**src/rtl/cpu_pkg.sv**
```systemverilog
// Shared CPU definitions used by the multicycle divider.
package cpu_pkg;

  typedef enum logic [1:0] {
    IDLE = 2'd0,
    BUSY = 2'd1,
    FIX  = 2'd2,
    DONE = 2'd3
  } div_state_t;

  localparam int DIV_WIDTH = 32;
  localparam int DIV_ITER  = 32;

endpackage

```
**src/rtl/div_step.sv**
```systemverilog
// One restoring-division iteration: shift the next dividend bit into the
// partial remainder and subtract the divisor when it fits.
module div_step
  import cpu_pkg::*;
#(
  parameter int WIDTH = DIV_WIDTH
) (
  input  logic [WIDTH-1:0] rem,
  input  logic [WIDTH-1:0] q,
  input  logic [WIDTH-1:0] divisor,
  output logic [WIDTH-1:0] rem_next,
  output logic [WIDTH-1:0] q_next
);

  // The shifted remainder needs one extra bit: divisors above 2^(WIDTH-1)
  // leave remainders whose doubled value no longer fits in WIDTH bits.
  logic [WIDTH:0]   shifted;
  logic [WIDTH-1:0] diff;

  assign shifted = {rem, q[WIDTH-1]};
  assign diff    = shifted[WIDTH-1:0] - divisor;

  always_comb begin
    if (shifted >= {1'b0, divisor}) begin
      rem_next = diff;
      q_next   = {q[WIDTH-2:0], 1'b1};
    end else begin
      rem_next = shifted[WIDTH-1:0];
      q_next   = {q[WIDTH-2:0], 1'b0};
    end
  end

endmodule

```
**src/rtl/div_unit.sv**
```systemverilog
// Multicycle signed/unsigned restoring divider for DIV/DIVU.
// Lo = quotient (truncated toward zero), Hi = remainder (sign of dividend).
module div_unit
  import cpu_pkg::*;
#(
  parameter int WIDTH = DIV_WIDTH,
  parameter int ITER  = DIV_ITER
) (
  input  logic             Clk,
  input  logic             Reset,
  input  logic             Start,
  input  logic             Signed,
  input  logic [WIDTH-1:0] A,
  input  logic [WIDTH-1:0] B,
  output logic             Busy,
  output logic             Done,
  output logic             DivZero,
  output logic [WIDTH-1:0] Hi,
  output logic [WIDTH-1:0] Lo
);

  localparam int CW = $clog2(ITER + 1);

  div_state_t       state_reg, state_next;
  logic [WIDTH-1:0] rem_reg, rem_next;
  logic [WIDTH-1:0] q_reg, q_next;
  logic [WIDTH-1:0] dvsr_reg, dvsr_next;
  logic             q_neg_reg, q_neg_next;
  logic             r_neg_reg, r_neg_next;
  logic [CW-1:0]    cnt_reg, cnt_next;
  logic             busy_next, done_next, dz_next;
  logic [WIDTH-1:0] hi_next, lo_next;
  logic [WIDTH-1:0] step_rem, step_q;
  logic             a_neg, b_neg;
  logic [WIDTH-1:0] a_mag, b_mag;

  assign a_neg = Signed & A[WIDTH-1];
  assign b_neg = Signed & B[WIDTH-1];
  assign a_mag = a_neg ? -A : A;
  assign b_mag = b_neg ? -B : B;

  div_step #(.WIDTH(WIDTH)) u_step (
    .rem      (rem_reg),
    .q        (q_reg),
    .divisor  (dvsr_reg),
    .rem_next (step_rem),
    .q_next   (step_q)
  );

  always_comb begin
    state_next = state_reg;
    rem_next   = rem_reg;
    q_next     = q_reg;
    dvsr_next  = dvsr_reg;
    q_neg_next = q_neg_reg;
    r_neg_next = r_neg_reg;
    cnt_next   = cnt_reg;
    busy_next  = Busy;
    done_next  = 1'b0;
    dz_next    = DivZero;
    hi_next    = Hi;
    lo_next    = Lo;

    case (state_reg)
      IDLE: begin
        if (Start) begin
          if (B == '0) begin
            // Divide by zero skips the datapath entirely; Hi/Lo keep old values.
            state_next = DONE;
            dz_next    = 1'b1;
            done_next  = 1'b1;
          end else begin
            state_next = BUSY;
            rem_next   = '0;
            q_next     = a_mag;
            dvsr_next  = b_mag;
            q_neg_next = a_neg ^ b_neg;
            r_neg_next = a_neg;
            cnt_next   = '0;
            busy_next  = 1'b1;
            dz_next    = 1'b0;
          end
        end
      end
      BUSY: begin
        rem_next = step_rem;
        q_next   = step_q;
        cnt_next = cnt_reg + CW'(1);
        if (cnt_reg == CW'(ITER - 1)) begin
          state_next = FIX;
        end
      end
      FIX: begin
        lo_next    = q_neg_reg ? -q_reg : q_reg;
        hi_next    = r_neg_reg ? -rem_reg : rem_reg;
        dz_next    = 1'b0;
        busy_next  = 1'b0;
        done_next  = 1'b1;
        state_next = DONE;
      end
      DONE: begin
        state_next = IDLE;
      end
      default: state_next = IDLE;
    endcase
  end

  always_ff @(posedge Clk) begin
    if (Reset) begin
      state_reg <= IDLE;
      rem_reg   <= '0;
      q_reg     <= '0;
      dvsr_reg  <= '0;
      q_neg_reg <= 1'b0;
      r_neg_reg <= 1'b0;
      cnt_reg   <= '0;
      Busy      <= 1'b0;
      Done      <= 1'b0;
      DivZero   <= 1'b0;
      Hi        <= '0;
      Lo        <= '0;
    end else begin
      state_reg <= state_next;
      rem_reg   <= rem_next;
      q_reg     <= q_next;
      dvsr_reg  <= dvsr_next;
      q_neg_reg <= q_neg_next;
      r_neg_reg <= r_neg_next;
      cnt_reg   <= cnt_next;
      Busy      <= busy_next;
      Done      <= done_next;
      DivZero   <= dz_next;
      Hi        <= hi_next;
      Lo        <= lo_next;
    end
  end

endmodule

```
**config.mk**
```make
export PLATFORM = sky130hd
export DESIGN_NAME = div_unit
export DESIGN_NICKNAME = d
export VERILOG_FILES = /design/src/rtl/cpu_pkg.sv /design/src/rtl/div_step.sv /design/src/rtl/div_unit.sv
export SDC_FILE = /design/constraint.sdc
export NUM_CORES = 1
export LEC_CHECK = 0
export BUFFER_PORTS_ARGS = -buffer_cell sky130_fd_sc_hd__buf_2
export CORE_MARGIN = 8
export CORE_UTILIZATION = 59
export DETAILED_ROUTE_END_ITERATION = 10
export GPL_ROUTABILITY_DRIVEN = 1
export PLACE_DENSITY_LB_ADDON = 0.12
export SLEW_MARGIN = 10
export SYNTH_ARGS = -nofsm -noshare
export SYNTH_HDL_FRONTEND = slang
export SYNTH_SLANG_ARGS = --single-unit
```
**constraint.sdc**
```tcl
create_clock -name Clk -period 4.43 [get_ports Clk]
set_input_delay 1.329 -clock Clk [delete_from_list [all_inputs] [get_ports Clk]]
set_output_delay 1.329 -clock Clk [all_outputs]
set_load 0.02 [all_outputs]
```
==> flow_metrics.py <==
metrics = {
    "sta": {
        "tightest_slew_ps": 1020,
        "final.setup.worst_slack_ps": 773,
        "relSlewSlack_pct": 32.0,
        "finalClockSkew_ps": 9.36,
        "setup_viol": 0,
        "maxSlewViolCount": 0,
        "fin_crit_sh_pct": 82.5,
        "max_freq_ghz": 0.273,
        "setup-tns-final_ps": 0,
        "hold_viol": 0,
        "rsz0062_at_grt": "no",
        "min_period_ps": 3660,
    },
    "placed_design": {
        "portBuffers": 134,
        "pre_cts_slack_ps": 398,
        "dpl.hpwl_um": 21800,
        "gp_congestion": 0.921,
    },
    "layout": {
        "layout_common_cells": "173 x dfxtp_1, 168 x nor2_1, 153 x nand2_1",
        "final_nets": 1596,
        "area_growth_pct": 12.5,
        "drive_gt1_share_pct": 14.3,
        "layout_commonest_cell": "dfxtp_1",
        "nFillCells": 1662,
    },
    "hold_path": {
        "hp-class": "flip-flop to flip-flop",
    },
    "floorplan": {
        "start_util_pct": 59.3,
        "dieWidth_um": 152,
        "placementRows": 50,
        "dieHeight_um": 152,
        "die_area_mm2": 0.0232,
        "core_area_mm2": 0.0185,
        "io_pins": 135,
    },
    "routing": {
        "wirelength_um": 28900,
        "post_drt_wl_per_cell_um": 16.7,
        "drcViolationCount": 0,
        "vias": 10100,
        "viasPerCell": 5.83,
        "antenna_left": 0,
        "drtIter0Drc": 665,
        "drtPass1Iterations": 5,
    },
    "yosys": {
        "ys_ff_latch": 173,
        "synth_top_area_share_pct": 31.7,
        "synth_edf_count": 0,
        "ys_seq_area_share_pct": 31.7,
        "synth_area_per_cell_um2": 7.80,
        "synth_cell_types": 69,
        "synthFlopType": "dfxtp_1",
        "syn_nets": 1512,
        "synth_top_area_cell": "dfxtp_1",
        "syn_area_mm2": 0.0109,
        "synth_cells": 1403,
        "yosysWarningCount": 0,
        "synth.area.top_cells": "dfxtp_1 32%, xor2_1 7.0%, nor2_1 5.8%",
        "async_flop_share_pct": 0,
    },
    "clocking": {
        "clk-insertion-delay-late_ps": 440,
        "cts.sinks": 173,
        "cts_buffer_depth": 2,
        "cts-root-buf": "clkbuf_16",
        "clk_pin_slew_ps": 70,
        "cts_setup_buffers": 0,
        "cts_tree": "yes",
        "cts_resized": 0,
        "cts_buffers": 17,
        "htreeDepth": 4,
        "cts_hold_buffers": 0,
    },
    "setup_path": {
        "end_kind": "flip-flop",
        "cp-start-kind": "flip-flop",
        "cp.arrival_ps": 3960,
        "cp_data_required_time_ps": 4740,
        "crit_fanout": 23,
        "critPathKind": "flip-flop to flip-flop",
    },
    "power_and_ir_drop": {
        "ir_worst_vdd_mv": 0.413,
        "total_power_w": 0.00666,
        "power_frac_comb_pct": 44.3,
        "p_sw_share_pct": 43.7,
        "p_switching_w": 0.00291,
        "p_per_area_mw_per_mm2": 541,
        "seq_power_share_pct": 33.7,
        "pwr-share-clk_pct": 22.0,
        "internal_power_w": 0.00375,
        "p_leak_nw": 4.94,
    },
    "flow_run": {
        "maxCapViolCount": 0,
    },
    "global_route": {
        "grt_pass1_wl_um": 47500,
        "gr-total-overflow": 0,
        "antenna_found_initial": 3,
        "grt_pass1_vias": 9359,
        "track_usage_pct": 24.3,
        "grt_max_degree": 90,
    },
    "outcome": {
        "status": "complete, no violations",
    },
}
## area by class of cell
type / count / area, um^2 / area share, %
sequential: 173 / 3460 / 28.2
clock buffer: 17 / 425 / 3.46
multi-input combinational: 1092 / 6970 / 56.7
antenna: 3 / 7.51 / 0.0610
tap: 234 / 293 / 2.38
timing repair buffer: 146 / 763 / 6.20
inverter: 57 / 214 / 1.74
clock inverter: 15 / 161 / 1.31
## Yosys cell counts (all sizes together) (12+ instances only)
master and number:
inv 57, or3 12, nand2b 12, nand3 26, clkbuf 60, nand4 13, a211oi 78, dfxtp 173
o41ai 17, a21oi 87, xor2 87, buf 21, ha 40, nor3 23, or4 18, o21ai 101
nor2 169, o211ai 18, mux2i 31, xnor2 61, nand2 154, o31ai 24
## routing by layer
layer  track usage [%]  share of wire, %
met3              4.88               6.4
met1              36.2                52
met2              34.8                41
met4              6.33              0.97
met5                 0                 0
## power groups by stage
stage,logic [W],registers [W],clock network [W]
after floorplan,0.00205,0.00235,0
after global placement,0.00290,0.00225,0
after detailed placement,0.00293,0.00226,0
after CTS,0.00294,0.00223,0.00149
after global routing,0.00327,0.00229,0.00156
final,0.00295,0.00224,0.00146
## critical path: stages (launching register included)
cell     delay, ps
dfxtp_1        400
ha_1           500
nand4_1        160
or3_1          410
nor4_1         290
a22o_1         210
a211o_1        100
a211o_1        700
buf_4          450
mux2i_1        230
o21ai_0         90
## path summary, 6_finish.rpt
kind,slack [ps],end,start,cells past startpoint
setup reg to reg,770,rem_reg[9]$_SDFFE_PP0P_,rem_reg[21]$_SDFFE_PP0P_,10
setup / recovery,770,rem_reg[9]$_SDFFE_PP0P_,rem_reg[21]$_SDFFE_PP0P_,10
hold reg to reg,460,dvsr_reg[22]$_SDFFE_PP0P_,dvsr_reg[22]$_SDFFE_PP0P_,2
hold / removal,460,dvsr_reg[22]$_SDFFE_PP0P_,dvsr_reg[22]$_SDFFE_PP0P_,2
## stage by stage
| step | hold WS [ps] | std cells | utilization [%] | instance area, um^2 |
|---|---|---|---|---|
| 2_1_floorplan | 432 | 1403 | - | 10900 |
| 3_3_place_gp | 441 | 1702 | 63.4 | 11700 |
| 3_5_place_dp | 457 | 1702 | 63.4 | 11700 |
| 4_1_cts | 464 | 1734 | 66.6 | 12300 |
| 5_1_grt | 490 | 1737 | 66.7 | 12300 |
| 6_report | 463 | 1737 | 66.7 | 12300 |
## kinds of logic after synthesis
kind of cell / after synthesis / synth area share [%]
and+or+nand+nor: 474 / 20.1
adders and majority gates: 41 / 4.76
muxes: 33 / 3.04
buffers and inverters: 138 / 4.86
xor gates and xnor gates: 148 / 11.8
DFF: 173 / 31.7
AOI/OAI and AO/OA: 396 / 23.7
No activity file was read; power rests on OpenSTA's default activity.
